[config.mk]
export PLATFORM = sky130hd
export DESIGN_NAME = i2c_bus_arbiter
export DESIGN_NICKNAME = d
export VERILOG_FILES = /design/src/rtl/i2c_pkg.sv /design/src/rtl/i2c_bus_arbiter_rr.sv /design/src/rtl/i2c_bus_arbiter.sv
export SDC_FILE = /design/constraint.sdc
export NUM_CORES = 1
export LEC_CHECK = 0
export ABC_AREA = 1
export BUFFER_PORTS_ARGS = -buffer_cell sky130_fd_sc_hd__buf_4
export CAP_MARGIN = 20
export CORE_UTILIZATION = 50
export DETAILED_ROUTE_END_ITERATION = 10
export GPL_TIMING_DRIVEN = 1
export PLACE_DENSITY = 0.75
export SYNTH_ARGS = -nofsm -noshare
export SYNTH_HDL_FRONTEND = slang
export SYNTH_SLANG_ARGS = --single-unit
[constraint.sdc]
create_clock -name iCLK -period 2.5 [get_ports iCLK]
set_clock_uncertainty 0.15 [all_clocks]
set_input_delay 0.5 -clock iCLK [delete_from_list [all_inputs] [get_ports iCLK]]
set_output_delay 0.5 -clock iCLK [all_outputs]
set_load 0.05 [all_outputs]
[src/rtl/i2c_pkg.sv]
// i2c_pkg: shared constants, FSM encoding and id sizing helper for the I2C bus arbiter
package i2c_pkg;
  localparam int I2C_CMD_W = 24;
  localparam logic ACK_OK = 1'b0;
  typedef enum logic [2:0] {IDLE, START, XFER, EVAL, GAP} state_t;
  function automatic int id_w(input int n);
    return (n > 1) ? $clog2(n) : 1;
  endfunction
endpackage

[src/rtl/i2c_bus_arbiter_rr.sv]
// rr_arbiter: combinational round-robin pick, lowest index at or after ptr wins
// ports: req (request vector), ptr (first index to consider), gnt (one-hot winner), id (binary winner)
module rr_arbiter
  import i2c_pkg::*;
#(
  parameter int NUM_REQ = 3,
  localparam int IW = id_w(NUM_REQ)
) (
  input  logic [NUM_REQ-1:0] req,
  input  logic [IW-1:0]      ptr,
  output logic [NUM_REQ-1:0] gnt,
  output logic [IW-1:0]      id
);
  always_comb begin
    gnt = '0;
    id = '0;
    // scan from the farthest offset down so the nearest requester is the last writer
    for (int k = NUM_REQ - 1; k >= 0; k--) begin
      if (req[(int'(ptr) + k) % NUM_REQ]) begin
        id = IW'((int'(ptr) + k) % NUM_REQ);
        gnt = NUM_REQ'(1) << ((int'(ptr) + k) % NUM_REQ);
      end
    end
  end
endmodule

[src/rtl/i2c_bus_arbiter.sv]
// i2c_bus_arbiter: round-robin sharing of one i2c_controller among NUM_REQ register-write requesters
// ports: iCLK/iRST_N clock and async active-low reset; iREQ/iREQ_DATA per-requester request and
// {slave,sub,data} command; oACCEPT/oDONE/oERR per-requester one-cycle pulses; oI2C_DATA/oI2C_GO
// command and start to the controller; iI2C_END/iI2C_ACK controller flags (async); oBUSY not idle
module i2c_bus_arbiter
  import i2c_pkg::*;
#(
  parameter int NUM_REQ = 3,
  parameter int MAX_RETRY = 3,
  parameter int TIMEOUT_CYC = 500000,
  parameter int GAP_CYC = 5000
) (
  input  logic                           iCLK,
  input  logic                           iRST_N,
  input  logic [NUM_REQ-1:0]             iREQ,
  input  logic [I2C_CMD_W*NUM_REQ-1:0]   iREQ_DATA,
  output logic [NUM_REQ-1:0]             oACCEPT,
  output logic [NUM_REQ-1:0]             oDONE,
  output logic [NUM_REQ-1:0]             oERR,
  output logic [I2C_CMD_W-1:0]           oI2C_DATA,
  output logic                           oI2C_GO,
  input  logic                           iI2C_END,
  input  logic                           iI2C_ACK,
  output logic                           oBUSY
);
  localparam int IW = id_w(NUM_REQ);
  localparam logic [19:0] TO_LAST = 20'(TIMEOUT_CYC - 1);
  localparam logic [19:0] GAP_LAST = 20'(GAP_CYC - 1);
  state_t state_q, state_d;
  logic [IW-1:0] ptr_q, ptr_d, id_q, id_d, win_id;
  logic [NUM_REQ-1:0] win_gnt, sel, acc_q, acc_d, done_q, done_d, err_q, err_d;
  logic [3:0] retry_q, retry_d;
  logic again_q, again_d;
  logic [19:0] timer_q, timer_d, gap_q, gap_d;
  logic [I2C_CMD_W-1:0] data_q, data_d;
  logic [1:0] end_sync_q, ack_sync_q;
  logic end_s, ack_s, timed_out;
  rr_arbiter #(.NUM_REQ(NUM_REQ)) u_rr (
    .req(iREQ),
    .ptr(ptr_q),
    .gnt(win_gnt),
    .id (win_id)
  );
  assign end_s = end_sync_q[1];
  assign ack_s = ack_sync_q[1];
  assign sel = NUM_REQ'(1) << id_q;
  assign timed_out = (state_q == START || state_q == XFER) && timer_q == TO_LAST;
  always_comb begin
    state_d = state_q;
    ptr_d = ptr_q;
    id_d = id_q;
    retry_d = retry_q;
    again_d = again_q;
    timer_d = '0;
    gap_d = '0;
    data_d = data_q;
    acc_d = '0;
    done_d = '0;
    err_d = '0;
    case (state_q)
      IDLE: if (|iREQ) begin
        state_d = START;
        id_d = win_id;
        ptr_d = (int'(win_id) == NUM_REQ - 1) ? '0 : IW'(int'(win_id) + 1);
        data_d = iREQ_DATA[int'(win_id)*I2C_CMD_W +: I2C_CMD_W];
        acc_d = win_gnt;
        retry_d = '0;
        again_d = 1'b0;
      end
      START: begin
        timer_d = timer_q + 20'd1;
        state_d = end_s ? START : XFER;
      end
      XFER: begin
        timer_d = timer_q + 20'd1;
        state_d = end_s ? EVAL : XFER;
      end
      EVAL: begin
        state_d = GAP;
        again_d = 1'b0;
        if (ack_s == ACK_OK) done_d = sel;
        else if (retry_q < 4'(MAX_RETRY)) begin
          retry_d = retry_q + 4'd1;
          again_d = 1'b1;
        end
        else err_d = sel;
      end
      GAP: begin
        gap_d = gap_q + 20'd1;
        if (gap_q == GAP_LAST) state_d = again_q ? START : IDLE;
      end
      default: state_d = IDLE;
    endcase
    // a hung controller is abandoned without retry
    if (timed_out) begin
      state_d = GAP;
      err_d = sel;
      again_d = 1'b0;
    end
  end
  always_ff @(posedge iCLK or negedge iRST_N) begin
    if (!iRST_N) begin
      state_q <= IDLE;
      ptr_q <= '0;
      id_q <= '0;
      retry_q <= '0;
      again_q <= 1'b0;
      timer_q <= '0;
      gap_q <= '0;
      data_q <= '0;
      acc_q <= '0;
      done_q <= '0;
      err_q <= '0;
      end_sync_q <= '0;
      ack_sync_q <= '0;
    end else begin
      state_q <= state_d;
      ptr_q <= ptr_d;
      id_q <= id_d;
      retry_q <= retry_d;
      again_q <= again_d;
      timer_q <= timer_d;
      gap_q <= gap_d;
      data_q <= data_d;
      acc_q <= acc_d;
      done_q <= done_d;
      err_q <= err_d;
      end_sync_q <= {end_sync_q[0], iI2C_END};
      ack_sync_q <= {ack_sync_q[0], iI2C_ACK};
    end
  end
  assign oACCEPT = acc_q;
  assign oDONE = done_q;
  assign oERR = err_q;
  assign oI2C_DATA = data_q;
  assign oI2C_GO = state_q == START || state_q == XFER;
  assign oBUSY = state_q != IDLE;
endmodule
==> results of run 1 <==
critical path, cell delays in order (launching register included):
cell	delay [ns]
dfrtp_1	0.39
inv_1	0.08
ha_1	0.37
inv_2	0.08
nand2_1	0.08
nand2_1	0.06
nand2_1	0.06
nand2_1	0.08
a21oi_4	0.27
buf_4	0.20
nor2_4	0.05
buf_12	0.16
o211ai_1	0.12
nand2_1	0.07
per-layer routing:
| layer | track usage, % | part of all wire [%] | routed length (µm) |
|---|---|---|---|
| met2 | 40.1 | 47 | 5460 |
| met3 | 4.39 | 5.2 | 610 |
| met4 | 10.3 | 2.4 | 276 |
| met1 | 33.7 | 46 | 5320 |
| met5 | 0 | 0 | 0 |
Yosys cell counts:
cell,n
nand2_1,141
inv_1,104
dfrtp_1,89
nand3_1,68
nor2_1,57
a21oi_1,33
nor3_1,22
o211ai_1,17
o21ai_0,17
o21ai_1,16
nand4_1,12
buf_2,9
inv_2,8
ha_1,6
nor4_1,6
o21a_1,5
xor2_1,5
clkbuf_1,4
a211oi_1,3
buf_1,3
nor2_2,3
buf_6,2
nor3b_1,2
a21oi_4,1
a31oi_1,1
and2_0,1
and3_1,1
mux2i_1,1
nand2_2,1
nor2_4,1
nor3_2,1
o221ai_1,1
o22ai_1,1
or2_2,1
xnor2_1,1
state kept, by name, summed over array words and instances, names as in the netlist:
register	cells
timer_q	20
end_sync_q	2
oDONE	3
oI2C_DATA	24
oERR	3
gap_q	20
again_q	1
state_q	3
retry_q	4
oACCEPT	3
ptr_q	2
ack_sync_q	2
id_q	2
cell type report:
cell class | count | area, µm² | share of cell area (%)
tap | 129 | 161 | 2.63
multi-input combinational | 425 | 2080 | 33.9
clock buffer | 12 | 165 | 2.70
inverter | 112 | 420 | 6.86
timing repair buffer | 127 | 1020 | 16.7
sequential | 89 | 2230 | 36.4
clock inverter | 4 | 50.0 | 0.817
layout by cell type (no fill, tap or decap), types with 2 or more instances in the layout:
| master | Yosys | routed |
|---|---|---|
| dfrtp_1 | 89 | 89 |
| o21a_1 | 5 | 5 |
| nor2_2 | 3 | 3 |
| nor3_1 | 22 | 22 |
| inv_2 | 8 | 8 |
| nand3_1 | 68 | 68 |
| xor2_1 | 5 | 5 |
| nand2_1 | 141 | 141 |
| a21oi_1 | 33 | 33 |
| buf_12 | 0 | 5 |
| ha_1 | 6 | 6 |
| o21ai_0 | 17 | 17 |
| buf_4 | 0 | 120 |
| o21ai_1 | 16 | 16 |
| clkbuf_8 | 0 | 12 |
| nor4_1 | 6 | 6 |
| a211oi_1 | 3 | 3 |
| nor3b_1 | 2 | 2 |
| o211ai_1 | 17 | 17 |
| inv_1 | 104 | 104 |
| nor2_1 | 57 | 57 |
| nand4_1 | 12 | 12 |
| clkinvlp_4 | 0 | 2 |
report_power, final:
part	internal (mW)	switching (mW)	total, mW
Clock	0.542	0.504	1.05
Combinational	1.34	2.69	4.03
Sequential	1.75	0.203	1.96
Total	3.64	3.40	7.04
what timing repair did:
item,CTS,global route
hold endpoints to repair,15,0
setup endpoints to repair,0,17
hold buffers,1,0
resized for setup,0,1
buffers inserted,0,3
cells by family after synthesis:
kind of cell / count (synthesis) / synth area share, %
and+or+nand+nor: 317 / 28.8
adders and majority gates: 6 / 1.56
xor gates and xnor gates: 6 / 1.09
DFF: 89 / 46.2
buffers and inverters: 130 / 10.7
muxes: 1 / 0.208
AOI/OAI and AO/OA: 95 / 11.5
per-stage QoR:
step | setup WS (ns) | utilization (%)
3_3_place_gp | 0.299 | 63.1
5_1_grt | -0.0110 | 66.0
6_report | 0.157 | 66.0
3_5_place_dp | 0.139 | 63.1
2_1_floorplan | 0.482 | -
4_1_cts | 0.122 | 65.6
path summary, 6_finish.rpt:
check                                end  slack [ns]     startpoint
setup / recovery           oI2C_DATA[13]        0.16       ptr_q[0]
hold / removal             ack_sync_q[0]        0.10       iI2C_ACK
setup reg to reg           oI2C_DATA[13]        0.16       ptr_q[0]
hold reg to reg            ack_sync_q[1]        0.22  ack_sync_q[0]
max in group asynchronous      gap_q[10]        1.10         iRST_N
min in group asynchronous    timer_q[16]        0.41         iRST_N
==> metrics.cfg, run 1 <==
[floorplanning]
die_width_um = 100
core_area_mm2 = 0.00928
die_area_mm2 = 0.0100
start_util_pct = 51.9
pin_count = 114
die_y_um = 100
rows = 35

[drt]
vias = 4566
wl_per_cell_um = 13.0
first_iter_violations = 153
drc = 0
ant_nets = 0
drtPass1Iterations = 4
viasPerCell = 5.08
finalWirelength_um = 11700

[logic_synthesis]
synth_area_leader_cell = dfrtp_1
syn_area_mm2 = 0.00482
yosysUniqueCellTypes = 35
synth_top_area_share_pct = 46.2
ys_seq_elements = 89
ys_warn_count = 0
ys_top_cells_by_area = dfrtp_1 (46%), nand2_1 (11%), inv_1 (8.1%)
yosysSeqAreaShare_pct = 46.2
avgSynthCellArea_um2 = 7.49
synth_nets = 729
synthCells = 644

[worst_setup_path]
path_max_fanout = 18
crit_type = reg -> reg
reg2reg_depth = 13
critPathCaptureType = flop
critPathLaunchType = flop
arrival_ns = 2.42
cp.required_ns = 2.58

[timing]
finalCritPeriodShare_pct = 93.7
period_needed_ns = 2.34
tightest_slew_ns = 0.559
holdWs_ns = 0.102
drv_slew = 0
setup_violations = 0
relSlewSlack_pct = 62.4
fin_setup_tns_ns = 0
fmaxAchievable_mhz = 427
final_hold_viol_count = 0

[worst_hold_path]
min_path_cells = 1
min_path_type = in -> reg

[finish]
syn_to_final_growth_pct = 27.1
fin_cells = 898
fillers = 805
finalNetCount = 849
drive_above_1_share_pct = 20.5
fin_area_mm2 = 0.00613
antenna_cells = 0

[pwr]
leakagePower_nw = 3.05
peakVddDrop_mv = 0.808
powerDensity_mw_per_mm2 = 1150
finalPower_mw = 7.04

[placement]
portBuffers = 113
dp_hpwl_um = 8670
placed_area_mm2 = 0.00586
placedCellCount = 878
gp_congestion = 0.909

[status]
status = finished clean

[clock_network]
tritoncts = built
clk_path_buf_depth = 2
clk_latency_ns = 0.36
clkSinkCount = 89
cts-htree-levels = 3
numCtsBuffers = 9
clk_pin_slew_worst_paths_ns = 0.08
clockRootBuffer = clkbuf_8

[global_route]
gr-total-overflow = 0
antenna_found_initial = 0
grt_max_degree = 42
grt_pass1_vias = 4355
grt_pass1_wl_um = 19900
grt_use_total_pct = 25.0

[run]
cap_violations = 0

Power figures use the tool's default switching activity.
==> inputs of run 2 (changes only) <==
CORE_MARGIN = 2   (was not set)
==> metrics.cfg, run 2 (same netlist as run 1, synthesis figures left out) <==
[placement]
gp_congestion = 0.881  ; was 0.909
placedCellCount = 879  ; was 878
dp_slack_ns = 0.223  ; was 0.139 ns
dp_hpwl_um = 8630  ; was 8670 µm
portBuffers = 113  ; unchanged

[worst_setup_path]
setup.worst_path.start = ptr_q[0]  ; unchanged
worstPathCellList = inv_1 -> ha_1 -> inv_2 -> nand2_1 -> nand3_1 -> nand3_1 -> nand2_1 -> inv_2 -> nand2_2 -> buf_4 -> nand3_1 -> nand2_1 -> inv_1 -> a21oi_1  ; was inv_1 -> ha_1 -> inv_2 -> nand2_1 -> nand2_1 -> nand2_1 -> nand2_1 -> a21oi_4 -> buf_4 -> nor2_4 -> buf_12 -> o211ai_1 -> nand2_1
cp.required_ns = 2.63  ; was 2.58 ns
crit_buf_inv = 5  ; was 4
crit_type = reg -> reg  ; unchanged
cpPeakStageDelay_ns = 0.38  ; was 0.39 ns
critPathLaunchType = flop  ; unchanged
critPathTopFamily = simple AND/OR/NAND/NOR gates  ; was buffers and inverters
critPathCaptureType = flop  ; unchanged
path_max_fanout = 32  ; was 18
r2r-start = ptr_q[0]  ; unchanged
crit_slowest_cell = ha_1  ; was dfrtp_1
arrival_ns = 2.44  ; was 2.42 ns

[global_route]
gr-total-overflow = 0  ; unchanged
grt_pass1_vias = 4391  ; was 4355
antenna_found_initial = 0  ; unchanged
grt_max_degree = 47  ; was 42
grt_pass1_wl_um = 19500  ; was 19900 µm
grt_use_total_pct = 23.6  ; was 25.0%

[clock_network]
clk_pin_slew_worst_paths_ns = 0.08  ; about the same
cts-resized-gates = 0  ; unchanged
post_cts_buffers = 0  ; unchanged
cts-htree-levels = 3  ; unchanged
clkSinkCount = 89  ; unchanged
clockRootBuffer = clkbuf_8  ; unchanged
tritoncts = built  ; unchanged
clk_path_buf_depth = 2  ; unchanged
holdBufCountCts = 0  ; was 1
numCtsBuffers = 9  ; unchanged
clk_latency_ns = 0.35  ; was 0.36 ns

[drt]
vias = 4572  ; was 4566
ant_nets = 0  ; unchanged
first_iter_violations = 163  ; was 153
drtPass1Iterations = 4  ; unchanged
drc = 0  ; unchanged
finalWirelength_um = 11500  ; was 11700 µm
viasPerCell = 5.11  ; was 5.08
wl_per_cell_um = 12.8  ; was 13.0 µm

[timing]
setup_slack_ns = 0.191  ; was 0.157 ns
drv_slew = 0  ; unchanged
fin_setup_tns_ns = 0  ; unchanged
final_hold_viol_count = 0  ; unchanged
setup_violations = 0  ; unchanged
period_needed_ns = 2.31  ; was 2.34 ns
finalCritPeriodShare_pct = 92.3  ; was 93.7%
rsz0062_at_grt = no
tightest_slew_ns = 0.612  ; was 0.559 ns
relSlewSlack_pct = 59.2  ; was 62.4%
fmaxAchievable_mhz = 433  ; was 427 MHz

[finish]
finalNetCount = 846  ; was 849
fin_cells = 895  ; was 898
final_cell_mix = nand2_1 (141), buf_4 (120), inv_1 (104)  ; unchanged
syn_to_final_growth_pct = 25.4  ; was 27.1%
seq_area_mm2 = 0.00223  ; unchanged
multi_input_area_mm2 = 0.00208  ; unchanged
largest_reg_flops = 24  ; unchanged
fillers = 825  ; was 805
drive_above_1_share_pct = 20.1  ; was 20.5%
antenna_cells = 0  ; unchanged
layout_commonest_cell = nand2_1  ; unchanged

[floorplanning]
die_area_mm2 = 0.0104  ; was 0.0100 mm²
die_width_um = 102  ; was 100 µm
start_util_pct = 51.9  ; unchanged
die_y_um = 102  ; was 100 µm
pin_count = 114  ; unchanged
core_area_mm2 = 0.00928  ; unchanged
rows = 35  ; unchanged

[pwr]
peakVddDrop_mv = 0.669  ; was 0.808 mV
finalPower_mw = 6.75  ; was 7.04 mW
leakagePower_nw = 3.02  ; was 3.05 nW
powerDensity_mw_per_mm2 = 1120  ; was 1150 mW/mm²

[worst_hold_path]
min_path_type = in -> async  ; was in -> reg

[status]
status = finished clean  ; unchanged

[run]
cap_violations = 0  ; unchanged

==> run 2: cell count changes in the layout (fill, tap and decap cells not counted) <==
| cell | previous run | this run |
|---|---|---|
| dlygate4sd3_1 | 1 | 0 |
| buf_6 | 1 | 0 |
| buf_12 | 5 | 4 |
| clkinv_2 | 1 | 3 |
| clkbuf_1 | 0 | 2 |
| clkbuf_8 | 12 | 11 |
| clkinvlp_4 | 2 | 0 |
| bufinv_16 | 1 | 0 |
==> run 2: through the flow <==
step | hold WS [ns] | cell area, µm² | utilization (%)
after floorplan | 0.0544 | 4820 | -
after global placement | 0.186 | 5870 | 63.2
after detailed placement | 0.203 | 5870 | 63.2
after CTS | 0.0168 | 6040 | 65.1
after global routing | 0.0410 | 6040 | 65.1
final | 0.00816 | 6040 | 65.1
==> run 2: layout make-up <==
cell class              count  share of cell area, %
clock buffers              13                   2.63
clock inverters             3                  0.248
inverters                 112                   6.96
multi-input cells         425                   34.4
flip-flops and latches     89                   36.9
well taps                 129                   2.67
repair buffers            124                   16.2
==> run 2: report_power, final <==
| group | total (mW) | internal, mW | switching, mW | leakage (nW) |
|---|---|---|---|---|
| Sequential | 1.95 | 1.75 | 0.197 | 1.17 |
| Clock | 0.892 | 0.412 | 0.480 | 0.0932 |
| Combinational | 3.91 | 1.27 | 2.64 | 1.75 |
| Total | 6.75 | 3.43 | 3.32 | 3.02 |
==> run 2: final timing paths <==
kind / slack (ns) / end / cells past startpoint
worst max-delay path: 0.19 / oI2C_DATA[0] / 14
worst min-delay path: 0.008 / timer_q[12] / 1
worst max register to register: 0.19 / oI2C_DATA[0] / 14
worst min register to register: 0.22 / ack_sync_q[1] / 0
max in group asynchronous: 1.61 / oERR[1] / 2
min in group iCLK: 0.10 / end_sync_q[0] / 1
==> run 2: routing by layer <==
layer	vias up	GRT usage [%]	wire length [µm]
met3	17	5.06	774
met5	-	0	0
li1	2310	-	-
met1	2095	30.4	5060
met2	150	39.3	5460
met4	0	9.03	200
